===== config.mk =====
export PLATFORM = sky130hd
export DESIGN_NAME = mm_banked
export DESIGN_NICKNAME = d
export VERILOG_FILES = /design/src/rtl/mm_pkg.sv /design/src/rtl/mm_mac_tree.sv /design/src/rtl/mm_banked.sv
export SDC_FILE = /design/constraint.sdc
export NUM_CORES = 1
export LEC_CHECK = 0
export ABC_AREA = 0
export CORE_UTILIZATION = 35
export DETAILED_ROUTE_END_ITERATION = 6
export GPL_ROUTABILITY_DRIVEN = 0
export SKIP_CTS_REPAIR_TIMING = 1
export SYNTH_ARGS = -nofsm -noshare
export SYNTH_HDL_FRONTEND = slang
export SYNTH_HIERARCHICAL = 1
export SYNTH_SLANG_ARGS = --single-unit

===== constraint.sdc =====
create_clock -name clk -period 1.9 [get_ports clk]
set_input_delay 0.57 -clock clk [delete_from_list [all_inputs] [get_ports clk]]
set_output_delay 0.57 -clock clk [all_outputs]
set_load 0.005 [all_outputs]

===== src/rtl/mm_pkg.sv =====
// mm_pkg: shared definitions for the banked matrix multiplier.
//   mm_state_e : controller state encoding
//   acc_w()    : accumulator width that cannot overflow for an N-term dot product
//   k_of()     : number of dot-product terms handled by each bank (N / BANKS)
package mm_pkg;

  typedef enum logic [2:0] {
    ST_IDLE  = 3'd0,
    ST_FILL  = 3'd1,
    ST_MAC   = 3'd2,
    ST_FLUSH = 3'd3,
    ST_STORE = 3'd4,
    ST_FIN   = 3'd5
  } mm_state_e;

  // Each product is at most 2*width bits; summing n of them adds clog2(n) bits.
  function automatic int acc_w(input int width, input int n);
    return 2 * width + $clog2(n);
  endfunction

  function automatic int k_of(input int n, input int banks);
    return n / banks;
  endfunction

endpackage


===== src/rtl/mm_mac_tree.sv =====
// mm_mac_tree: BANKS parallel unsigned multipliers feeding a registered sum.
//   clk, resetn   : clock, asynchronous active-low reset (valid only)
//   vld_p0        : operands on a_data_p0 / b_data_p0 are valid this cycle
//   a_data_p0     : lane b operand on bits [b*WIDTH +: WIDTH]
//   b_data_p0     : lane b operand on bits [b*WIDTH +: WIDTH]
//   vld_p1        : sum_p1 holds the sum of the operands presented one cycle earlier
//   sum_p1        : registered sum of the BANKS products
module mm_mac_tree #(
  parameter int WIDTH = 8,
  parameter int BANKS = 2,
  parameter int SUM_W = 18
) (
  input  logic                   clk,
  input  logic                   resetn,
  input  logic                   vld_p0,
  input  logic [BANKS*WIDTH-1:0] a_data_p0,
  input  logic [BANKS*WIDTH-1:0] b_data_p0,
  output logic                   vld_p1,
  output logic [SUM_W-1:0]       sum_p1
);

  logic [SUM_W-1:0] sum_p0;

  always_comb begin
    sum_p0 = '0;
    for (int b = 0; b < BANKS; b++) begin
      sum_p0 = sum_p0 + SUM_W'(a_data_p0[b*WIDTH +: WIDTH]) * SUM_W'(b_data_p0[b*WIDTH +: WIDTH]);
    end
  end

  // ---- stage p0 -> p1 ----
  always_ff @(posedge clk or negedge resetn) begin
    if (!resetn) begin
      vld_p1 <= 1'b0;
    end else begin
      vld_p1 <= vld_p0;
    end
  end

  always_ff @(posedge clk) begin
    sum_p1 <= sum_p0;
  end

endmodule


===== src/rtl/mm_banked.sv =====
// mm_banked: computes RES = A x B (M x N by N x P) using BANKS parallel MAC lanes.
// Each result element walks K = N/BANKS shared addresses across all banks,
// accumulates the lane sums and writes a WIDTH-bit slice of the accumulator.
//   clk, resetn          : clock, asynchronous active-low reset
//   Start                : level request; a rising edge seen in IDLE starts a run
//   Done                 : high from the cycle after the last write until Start drops
//   A_read_en/address    : shared read port to all A banks; data returns next cycle
//   A_read_data_out      : bank b data on bits [b*WIDTH +: WIDTH]
//   B_read_en/address    : shared read port to all B banks; data returns next cycle
//   B_read_data_out      : bank b data on bits [b*WIDTH +: WIDTH]
//   RES_write_en         : one-cycle strobe per result element
//   RES_write_address    : i*P + k
//   RES_write_data_in    : acc[SHIFT +: WIDTH]
// Build option MM_SATURATE_EN: clamp the result to all-ones when accumulator
// bits above the written slice are set, instead of truncating.
module mm_banked
  import mm_pkg::*;
#(
  parameter int WIDTH          = 8,
  parameter int A_DEPTH_BITS   = 9,
  parameter int B_DEPTH_BITS   = 9,
  parameter int RES_DEPTH_BITS = 9,
  parameter int M              = 64,
  parameter int N              = 8,
  parameter int P              = 2,
  parameter int BANKS          = 2,
  parameter int SHIFT          = 8
) (
  input  logic                      clk,
  input  logic                      resetn,
  input  logic                      Start,
  output logic                      Done,
  output logic                      A_read_en,
  output logic [A_DEPTH_BITS-1:0]   A_read_address,
  input  logic [BANKS*WIDTH-1:0]    A_read_data_out,
  output logic                      B_read_en,
  output logic [B_DEPTH_BITS-1:0]   B_read_address,
  input  logic [BANKS*WIDTH-1:0]    B_read_data_out,
  output logic                      RES_write_en,
  output logic [RES_DEPTH_BITS-1:0] RES_write_address,
  output logic [WIDTH-1:0]          RES_write_data_in
);

  localparam int K     = k_of(N, BANKS);
  localparam int ACC_W = acc_w(WIDTH, N);
  localparam int IW    = (M > 1) ? $clog2(M) : 1;
  localparam int PW    = (P > 1) ? $clog2(P) : 1;
  localparam int KW    = $clog2(K + 1);

  localparam logic [IW-1:0] I_LAST = IW'(M - 1);
  localparam logic [PW-1:0] P_LAST = PW'(P - 1);
  localparam logic [KW-1:0] J_LAST = KW'(K - 1);

  mm_state_e          state, state_nxt;
  logic               start_q;
  logic               start_rise;
  logic [IW-1:0]      i_cnt;
  logic [PW-1:0]      k_cnt;
  logic [KW-1:0]      j_cnt;
  logic               fl_cnt;
  logic               last_elem;
  logic               rd_en;
  logic               vld_p0;
  logic               vld_p1;
  logic [ACC_W-1:0]   sum_p1;
  logic [ACC_W-1:0]   acc;

  // Select the result slice; with MM_SATURATE_EN, clamp when the slice
  // cannot represent the accumulator.
  function automatic logic [WIDTH-1:0] res_scale(input logic [ACC_W-1:0] a);
`ifdef MM_SATURATE_EN
    logic ovf;
    ovf = 1'b0;
    for (int b = SHIFT + WIDTH; b < ACC_W; b++) begin
      ovf = ovf | a[b];
    end
    return ovf ? {WIDTH{1'b1}} : WIDTH'(a >> SHIFT);
`else
    return WIDTH'(a >> SHIFT);
`endif
  endfunction

  assign start_rise = Start & ~start_q;
  assign last_elem  = (i_cnt == I_LAST) && (k_cnt == P_LAST);

  always_comb begin
    state_nxt = state;
    case (state)
      ST_IDLE:  if (start_rise) state_nxt = ST_FILL;
      ST_FILL:  state_nxt = (K == 1) ? ST_FLUSH : ST_MAC;
      ST_MAC:   if (j_cnt == J_LAST) state_nxt = ST_FLUSH;
      // Two flush cycles: one for the final memory read, one for the tree register.
      ST_FLUSH: if (fl_cnt) state_nxt = ST_STORE;
      ST_STORE: state_nxt = last_elem ? ST_FIN : ST_FILL;
      ST_FIN:   if (!Start) state_nxt = ST_IDLE;
      default:  state_nxt = ST_IDLE;
    endcase
  end

  // Start detector resets high so a Start held through reset is not a rise.
  always_ff @(posedge clk or negedge resetn) begin
    if (!resetn) begin
      state   <= ST_IDLE;
      start_q <= 1'b1;
      i_cnt   <= '0;
      k_cnt   <= '0;
      j_cnt   <= '0;
      fl_cnt  <= 1'b0;
    end else begin
      state   <= state_nxt;
      start_q <= Start;
      case (state)
        ST_FILL:  j_cnt  <= KW'(1);
        ST_MAC:   j_cnt  <= j_cnt + KW'(1);
        ST_FLUSH: fl_cnt <= ~fl_cnt;
        ST_STORE: begin
          j_cnt  <= '0;
          fl_cnt <= 1'b0;
          // k is the fastest index; both wrap so the next run starts at (0,0).
          if (k_cnt == P_LAST) begin
            k_cnt <= '0;
            i_cnt <= (i_cnt == I_LAST) ? '0 : i_cnt + IW'(1);
          end else begin
            k_cnt <= k_cnt + PW'(1);
          end
        end
        default: ;
      endcase
    end
  end

  assign rd_en             = (state == ST_FILL) || (state == ST_MAC);
  assign A_read_en         = rd_en;
  assign B_read_en         = rd_en;
  assign A_read_address    = A_DEPTH_BITS'(32'(i_cnt) * 32'(K) + 32'(j_cnt));
  assign B_read_address    = B_DEPTH_BITS'(32'(j_cnt) * 32'(P) + 32'(k_cnt));
  assign RES_write_en      = (state == ST_STORE);
  assign RES_write_address = RES_DEPTH_BITS'(32'(i_cnt) * 32'(P) + 32'(k_cnt));
  assign RES_write_data_in = res_scale(acc);
  assign Done              = (state == ST_FIN);

  // ---- stage p0: memory data returned for the address issued last cycle ----
  always_ff @(posedge clk or negedge resetn) begin
    if (!resetn) begin
      vld_p0 <= 1'b0;
    end else begin
      vld_p0 <= rd_en;
    end
  end

  mm_mac_tree #(
    .WIDTH (WIDTH),
    .BANKS (BANKS),
    .SUM_W (ACC_W)
  ) u_mac_tree (
    .clk       (clk),
    .resetn    (resetn),
    .vld_p0    (vld_p0),
    .a_data_p0 (A_read_data_out),
    .b_data_p0 (B_read_data_out),
    .vld_p1    (vld_p1),
    .sum_p1    (sum_p1)
  );

  // ---- stage p1 -> accumulator ----
  always_ff @(posedge clk or negedge resetn) begin
    if (!resetn) begin
      acc <= '0;
    end else if (state == ST_FILL) begin
      acc <= '0;
    end else if (vld_p1) begin
      acc <= acc + sum_p1;
    end
  end

endmodule


==> Word level (Yosys, flattened, before mapping) <==
Index checks and enable logic that the tools add are counted.
{ "classes": {"addsub": 8, "n_mul": 2, "n_eq_ne": 11, "n_mux": 12, "bitwise_logic": 3, "reduce_logical": 8} }
{ "op_table": {"columns": ["operator", "count"], "rows": [
  ["19-bit two-way mux", 2],
  ["8-bit by 8-bit multiplier with 16-bit output", 2],
  ["19-bit adder", 1],
  ["3-bit one-hot mux with 6 select lines", 1],
  ["16-bit by 16-bit adder with 17-bit output", 1],
  ["3-bit two-way mux", 5],
  ["8-bit by 3-bit adder with 9-bit output", 1],
  ["3-bit by 2-bit == test with 1-bit output (second input constant)", 3],
  ["3-bit one-hot mux with 3 select lines", 1],
  ["7-bit by 1-bit adder with 8-bit output", 1],
  ["2-bit inequality test (second input constant)", 4],
  ["6-bit by 1-bit adder with 6-bit output (second input constant)", 1],
  ["3-bit == test (second input constant)", 2],
  ["6-bit == test (second input constant)", 1],
  ["6-bit two-way mux", 1],
  ["4-bit by 1-bit adder with 5-bit output", 1],
  ["4-bit AND reduction", 1],
  ["2-bit nonzero test", 2],
  ["3-bit by 1-bit adder with 3-bit output (second input constant)", 1],
  ["3-bit by 1-bit == test with 1-bit output (second input constant)", 1],
  ["3-bit zero test", 1],
  ["3-bit nonzero test", 1],
  ["1-bit NOT", 2],
  ["1-bit one-hot mux with 2 select lines", 1],
  ["other kinds (6)", 6]
]} }
{ "totals": {"reg_bits": 55, "input_bits": 35, "output_inout_bits": 39, "wordCells": 54} }

==> Depth between registers and ports, before layout <==
Gate-level depths: netlist of run 1.
{ "depth": {"word_depth": 4, "mapped_depth": 19, "depth_no_buf": 19} }

==> Hierarchy <==
Netlist of run 1, hierarchy kept.
{ "modules_own_cells": {"columns": ["mod", "n_inst", "cells_each", "area_each_um2", "seq_area_each_um2"], "rows": [
  ["mm_mac_tree", 1, 526, 4807.1, 365.4],
  ["mm_banked", 1, 265, 2374.8, 802.0]
]} }

==> Least setup slack after synthesis of run 1 <==
Ideal clock, no wire load.
{ "synth_timing": {"kind": "in2reg", "start": "input port A_read_data_out[13]", "end": "register u_mac_tree.sum_p1[14]", "setup_ns": 0.121, "arrival_time_ns": 5.270, "t_required_ns": 1.779, "path_slack_ns": -3.491, "cell_stages": 17, "path_buffers": 0, "path_cell_list": "and2_1 > fa_1 > inv_1 > fa_1 > inv_1 > fa_1 > fa_1 > fa_1 > inv_1 > fa_1 > inv_1 > ha_1 > and3_1 > a221oi_2 > o21ai_1 > nor2b_4 > xor2_1"} }
{ "synth_via": {"elab_chain_cells": 2} }
{ "synth_rtl": {"columns": ["item", "line_no", "text"], "rows": [
  ["from (decl)", "mm_banked.sv:35", "input logic [BANKS*WIDTH-1:0] A_read_data_out,"],
  ["8-bit by 8-bit multiplier with 16-bit output", "mm_mac_tree.sv:27", "sum_p0 = sum_p0 + SUM_W'(a_data_p0[b*WIDTH +: WIDTH]) * SUM_W'(b_data_p0[b*WIDTH +: WIDTH]);"],
  ["16-bit by 16-bit adder with 17-bit output", "mm_mac_tree.sv:27", null],
  ["net u_mac_tree.sum_p0[14]", "mm_mac_tree.sv:22", "logic [SUM_W-1:0] sum_p0;"],
  ["to (signal assigned)", "mm_mac_tree.sv:41", "sum_p1 <= sum_p0;"],
  ["to (decl)", "mm_mac_tree.sv:19", "output logic [SUM_W-1:0] sum_p1"]
]} }
The timed path passes the listed nets, and every way through them passes these cells.
A chain may end at the register's enable or synchronous reset.

==> Worst setup path in the final report of run 1 <==
{ "layout_timing": {"start": "input port B_read_data_out[4]", "end": "register u_mac_tree.sum_p1[14]"} }
{ "layout_via": {"elab_chain_cells": 2} }
{ "layout_rtl": {"columns": ["item", "line_no", "text"], "rows": [
  ["from (decl)", "mm_banked.sv:38", "input logic [BANKS*WIDTH-1:0] B_read_data_out,"],
  ["8-bit by 8-bit multiplier with 16-bit output", "mm_mac_tree.sv:27", null],
  ["16-bit by 16-bit adder with 17-bit output", "mm_mac_tree.sv:27", null],
  ["net u_mac_tree.sum_p0[14]", "mm_mac_tree.sv:22", null]
]} }
The timed path passes the listed nets, and every way through them passes these cells.

==> results of run 1 <==
## layout by cell type, fill, tap and decap left out, types with 4 or more instances in the layout
cell	n
xor2_1	8
inv_1	124
nand2_1	76
a21oi_2	9
nand2b_1	4
nor3_1	5
nand3_1	4
nor2_1	23
inv_2	18
and3_4	5
and3_1	4
o21ai_0	11
xnor2_1	21
a21o_1	12
conb_1	7
clkdlybuf4s50_1	22
nand4_1	9
buf_2	5
o21ai_1	7
ha_4	34
fa_2	7
a21oi_4	4
a21oi_1	20
and2_1	61
clkbuf_16	5
dfrtp_1	29
mux2i_1	8
clkbuf_2	18
nand2_2	7
dlymetal6s2s_1	17
ha_1	51
fa_1	91
buf_4	123
and2_4	13
buf_6	23
dfxtp_1	16
## sequential cells by signal, indices dropped and copies added (netlist names)
register           flops
acc                   16
u_mac_tree/sum_p1     16
i_cnt                  6
j_cnt                  3
state                  3
fl_cnt                 1
k_cnt                  1
start_q                1
u_mac_tree/vld_p1      1
vld_p0                 1
## critical path, cell delays in order
cell      delay (ns)
buf_6           0.09
buf_6           0.12
and2_4          0.16
fa_1            0.51
inv_2           0.04
fa_1            0.51
inv_2           0.04
fa_1            0.47
fa_1            0.52
fa_1            0.56
inv_2           0.04
fa_1            0.51
inv_2           0.05
ha_4            0.25
and3_4          0.15
a221oi_4        0.30
o21ai_1         0.12
nor2b_4         0.13
xor2_1          0.13
## area by class of cell
cell class                      instances  area [µm²]  share of cell area [%]
Multi-Input combinational cell        557        5980                    59.9
Timing Repair Buffer                  213        1810                    18.2
Sequential cell                        49        1150                    11.5
Inverter                              142         533                    5.34
Tap cell                              265         332                    3.32
Clock buffer                            7         143                    1.43
Clock inverter                          1        30.0                   0.301
## path summary, 6_finish.rpt
kind,startpoint,endpoint,depth (start not counted)
max,B_read_data_out[4],u_mac_tree/sum_p1[14]$_DFF_P_,19
min,vld_p0$_DFF_PN0_,u_mac_tree/vld_p1$_DFF_PN0_,0
max reg2reg,acc[4]$_DFFE_PN0P_,acc[15]$_DFFE_PN0P_,8
min reg2reg,vld_p0$_DFF_PN0_,u_mac_tree/vld_p1$_DFF_PN0_,0
max in group asynchronous,resetn,start_q$_DFF_PN1_,2
min in group asynchronous,resetn,i_cnt[0]$_DFFE_PN0P_,2
## stage by stage
step | total power [mW] | setup TNS (ns) | area, µm² | cells
2_1_floorplan | 13.5 | -34.22 | 7570 | 782
3_3_place_gp | 18.3 | -49.27 | 9280 | 1204
3_5_place_dp | 18.5 | -49.63 | 9280 | 1204
4_1_cts | 19.6 | -48.37 | 9460 | 1212
5_1_grt | 23.0 | -41.78 | 9990 | 1234
6_report | 20.8 | -38.82 | 9990 | 1234
## power groups by stage
stage                     registers [mW]  clock network (mW)  logic (mW)
after floorplan                     1.68                   0        11.8
after detailed placement            1.74                   0        16.7
after global routing                1.80                1.11        20.1
after global placement              1.74                   0        16.6
after CTS                           1.72                1.07        16.8
final                               1.76                1.04        18.0
## routing by layer
layer  vias to the layer above  GRT usage (%)  wire [µm]
met2                        55           29.4       8310
li1                       2822              -          -
met3                         8           1.36        264
met5                         -              0          0
met4                         0           1.66        102
met1                      2787           22.2       7610
==> impl_metrics.tcl, run 1 <==
set metrics [dict create \
    ant_nets 0 \
    timing.final.crit_share_pct 269 \
    powerDensity_nw_per_um2 2080 \
    grt_usage_pct 16.4 \
    switchingPower_mw 9.01 \
    p_sw_share_pct 43.3 \
    max_freq_ghz 0.196 \
    setup_ws_ns -3.20 \
    ioPinCount 74 \
    regToRegSetupSlack_ns -0.29 \
    die_w_um 144 \
    max-cap-violations 0 \
    startpoint_type "input pin" \
    viasPerCell 4.60 \
    cts_max_path_buffers 2 \
    setup_viol 23 \
    area_growth_pct 40.9 \
    place_ws_ns -3.82 \
    clockRootBuffer "clkbuf_16" \
    grt_overflow 0 \
    cts_htree_levels 2 \
    cp-end-kind "flop" \
    core-area_um2 19700 \
    cts_sinks 49 \
    pwr-share-seq_pct 8.5 \
    clkLatencyLatePin_ns 0.29 \
    p_clk_share_pct 5.0 \
    hpwlAfterDp_mm 13.4 \
    drv_slew 0 \
    wl_mm 16.3 \
    ir_worst_vdd_v 0.00197 \
    rows 51 \
    die-area_um2 20800 \
    antenna_found_initial 0 \
    p_int_mw 11.8 \
    utilization_pct 50.8 \
    arrival_ns 5.29 \
    cp.required_ns 2.08 \
    grt_pass1_wl_mm 27.2 \
    fin_crit_ns 5.10 \
    cts_tree "built" \
    crit_type "input pin to flop" \
    rsz0062_at_grt "true" \
    synth_area_per_cell_um2 9.13 \
    grt_max_degree 34 \
    holdWs_ns 0.352 \
    status "complete, but fails checks" \
    grt_pass1_vias 5743 \
    cts_buffers 5 \
    port_buffers 66 \
    p_comb_share_pct 86.5 \
    crit_fanout 5 \
    wl_per_cell_um 13.2 \
    via_count 5672 \
    fill_cells 1880 \
    antenna-diode-count 0 \
    p_leak_nw 4.79 \
    initial_utilization_pct 36.1 \
    hold_violations 0 \
    violations "negative setup slack" \
    drive_above_1_share_pct 32.3 \
    skew_ns 0.00479 \
    synth_cells 776 \
    hold_path_class "flop to flop" \
    syn_area_um2 7090 \
    drt_iter0_drc 211 \
    fp.dieH_um 144 \
    layout.nets 1186 \
    drc_errors 0 \
    yosysWarnings 6 \
    clk_pin_slew_ns 0.07 \
    dr.pass1.iters 4 \
]
Power figures use the tool's default switching activity.
==> inputs of run 2 (changes only) <==
--- a/config.mk
+++ b/config.mk
@@ -7,6 +7,7 @@
 export LEC_CHECK = 0
 export ABC_AREA = 0
 export CORE_UTILIZATION = 35
+export CTS_CLUSTER_DIAMETER = 200
 export DETAILED_ROUTE_END_ITERATION = 6
 export GPL_ROUTABILITY_DRIVEN = 0
 export SKIP_CTS_REPAIR_TIMING = 1
==> results of run 2 <==
No change in the layout: final DEF, timing and power equal those of run 1.
==> inputs of run 3 (changes only) <==
--- a/config.mk
+++ b/config.mk
@@ -10,6 +10,7 @@
 export CTS_CLUSTER_DIAMETER = 200
 export DETAILED_ROUTE_END_ITERATION = 6
 export GPL_ROUTABILITY_DRIVEN = 0
+export SETUP_SLACK_MARGIN = 0.5
 export SKIP_CTS_REPAIR_TIMING = 1
 export SYNTH_ARGS = -nofsm -noshare
 export SYNTH_HDL_FRONTEND = slang
==> impl_metrics.tcl, run 3 (synthesized netlist as in run 1, its figures left out) <==
set metrics [dict create \
    status "complete, but fails checks" \
    violations "negative setup slack" \
    cts_max_path_buffers 2 \
    hold_violations 0 \
    cp.required_ns 2.09 \
    drive_above_1_share_pct 41.1 \
    pwr-share-seq_pct 8.3 \
    hpwlAfterDp_mm 13.5 \
    wl_mm 16.7 \
    port_buffers 66 \
    clockRootBuffer "clkbuf_16" \
    final_common_cell "buf_4" \
    die-area_um2 20800 \
    antenna_found_initial 0 \
    grt_pass1_wl_mm 27.0 \
    switchingPower_mw 9.21 \
    layout_common_cells "buf_4 (124), inv_1 (117), fa_1 (86), nand2_1 (75), buf_6 (66)" \
    min_from "vld_p0$_DFF_PN0_" \
    p_comb_share_pct 86.9 \
    regToRegSetupSlack_ns -0.31 \
    rr_startpoint "acc[4]$_DFFE_PN0P_" \
    crit_type "input pin to flop" \
    p_clk_share_pct 4.8 \
    place_ws_ns -3.85 \
    startpoint_type "input pin" \
    rows 51 \
    setup_viol 25 \
    crit_fanout 6 \
    drt_iter0_drc 227 \
    cts_htree_levels 2 \
    core-area_um2 19700 \
    antenna-diode-count 0 \
    clkLatencyLatePin_ns 0.30 \
    cts_buffers 5 \
    rsz0062_at_grt "true" \
    crit_start "A_read_data_out[11]" \
    cp-end-kind "flop" \
    ant_nets 0 \
    dr.pass1.iters 4 \
    timing.final.crit_share_pct 266 \
    cts_sinks 49 \
    fp.dieH_um 144 \
    min_path_cells 0 \
    r2r_cells 8 \
    initial_utilization_pct 36.1 \
    powerDensity_nw_per_um2 2050 \
    setup_ws_ns -3.15 \
    p_sw_share_pct 43.2 \
    top_regs "acc x16, u_mac_tree/sum_p1 x16, i_cnt x6" \
    drv_slew 0 \
    arrival_ns 5.23 \
    area_growth_pct 46.7 \
    wl_per_cell_um 13.3 \
    grt_overflow 0 \
    p_int_mw 12.1 \
    ir_worst_vdd_v 0.00201 \
    ioPinCount 74 \
    grt_max_degree 34 \
    max_freq_ghz 0.198 \
    max-cap-violations 0 \
    cts_tree "built" \
    clk_pin_slew_ns 0.06 \
    tns_ns -38.95 \
    grt_usage_pct 16.5 \
    hold_path_class "flop to flop" \
    viasPerCell 4.63 \
    die_w_um 144 \
    layout.nets 1206 \
    fill_cells 1789 \
    via_count 5808 \
    grt_pass1_vias 5671 \
    drc_errors 0 \
    p_leak_nw 4.97 \
    fin_crit_ns 5.05 \
    skew_ns 0.00998 \
]
==> run 3: changes by cell type in the layout (fill, tap and decap cells not counted), moves of 6 or more <==
cell / before / now
xnor2_1: 21 / 15
buf_2: 5 / 11
inv_1: 124 / 117
inv_2: 18 / 25
buf_6: 23 / 66
dlymetal6s2s_1: 17 / 7
clkdlybuf4s50_1: 22 / 2
==> run 3: layout make-up <==
cell class / instances / area [µm²] / share of cell area, %
clock buffer: 5 / 125 / 1.20
inverter: 142 / 533 / 5.13
timing repair buffer: 233 / 2020 / 19.4
multi-input combinational: 557 / 6190 / 59.6
tap: 265 / 332 / 3.19
sequential: 49 / 1150 / 11.1
clock inverter: 3 / 41.3 / 0.397
==> run 3: metal layers <==
layer  vias up  share of wire [%]  GRT usage, %
met3        15                2.4          2.12
met1      2860                 46          22.6
li1       2859                  -             -
met2        74                 51          28.5
met5         -                  0             0
met4         0                1.1          2.16
==> run 3: per-stage QoR <==
step | cell area (µm²) | total power [mW] | std cells | utilization, % | hold WS (ns)
4_1_cts | 9600 | 19.6 | 1211 | 48.8 | 0.379
2_1_floorplan | 7760 | 13.7 | 782 | - | 0.274
3_5_place_dp | 9430 | 18.5 | 1203 | 48.0 | 0.342
5_1_grt | 10400 | 23.7 | 1254 | 52.9 | 0.386
3_3_place_gp | 9430 | 18.4 | 1203 | 48.0 | 0.357
6_report | 10400 | 21.3 | 1254 | 52.9 | 0.377
==> run 3: power by group through the flow <==
| stage | Clock [mW] | Sequential (mW) | Combinational (mW) |
|---|---|---|---|
| CTS | 1.04 | 1.73 | 16.8 |
| finish | 1.02 | 1.76 | 18.5 |
| floorplan | 0 | 1.68 | 12.0 |
| global route | 1.08 | 1.80 | 20.8 |
| detailed placement | 0 | 1.74 | 16.7 |
| global placement | 0 | 1.75 | 16.6 |
==> run 3: critical path, stage by stage <==
cell      delay (ns)
buf_4           0.14
and2_4          0.16
fa_1            0.54
inv_2           0.04
fa_2            0.53
inv_1           0.06
fa_2            0.57
fa_2            0.46
fa_1            0.54
inv_1           0.04
fa_1            0.48
inv_2           0.04
ha_4            0.22
and3_4          0.15
a221oi_4        0.31
o21ai_1         0.12
nor2b_4         0.13
xor2_1          0.13
==> run 3: path summary, 6_finish.rpt <==
path | to
setup reg to reg | acc[15]$_DFFE_PN0P_
max in group asynchronous | start_q$_DFF_PN1_
setup / recovery | u_mac_tree/sum_p1[14]$_DFF_P_
hold reg to reg | u_mac_tree/vld_p1$_DFF_PN0_
min in group asynchronous | i_cnt[1]$_DFFE_PN0P_
hold / removal | u_mac_tree/vld_p1$_DFF_PN0_
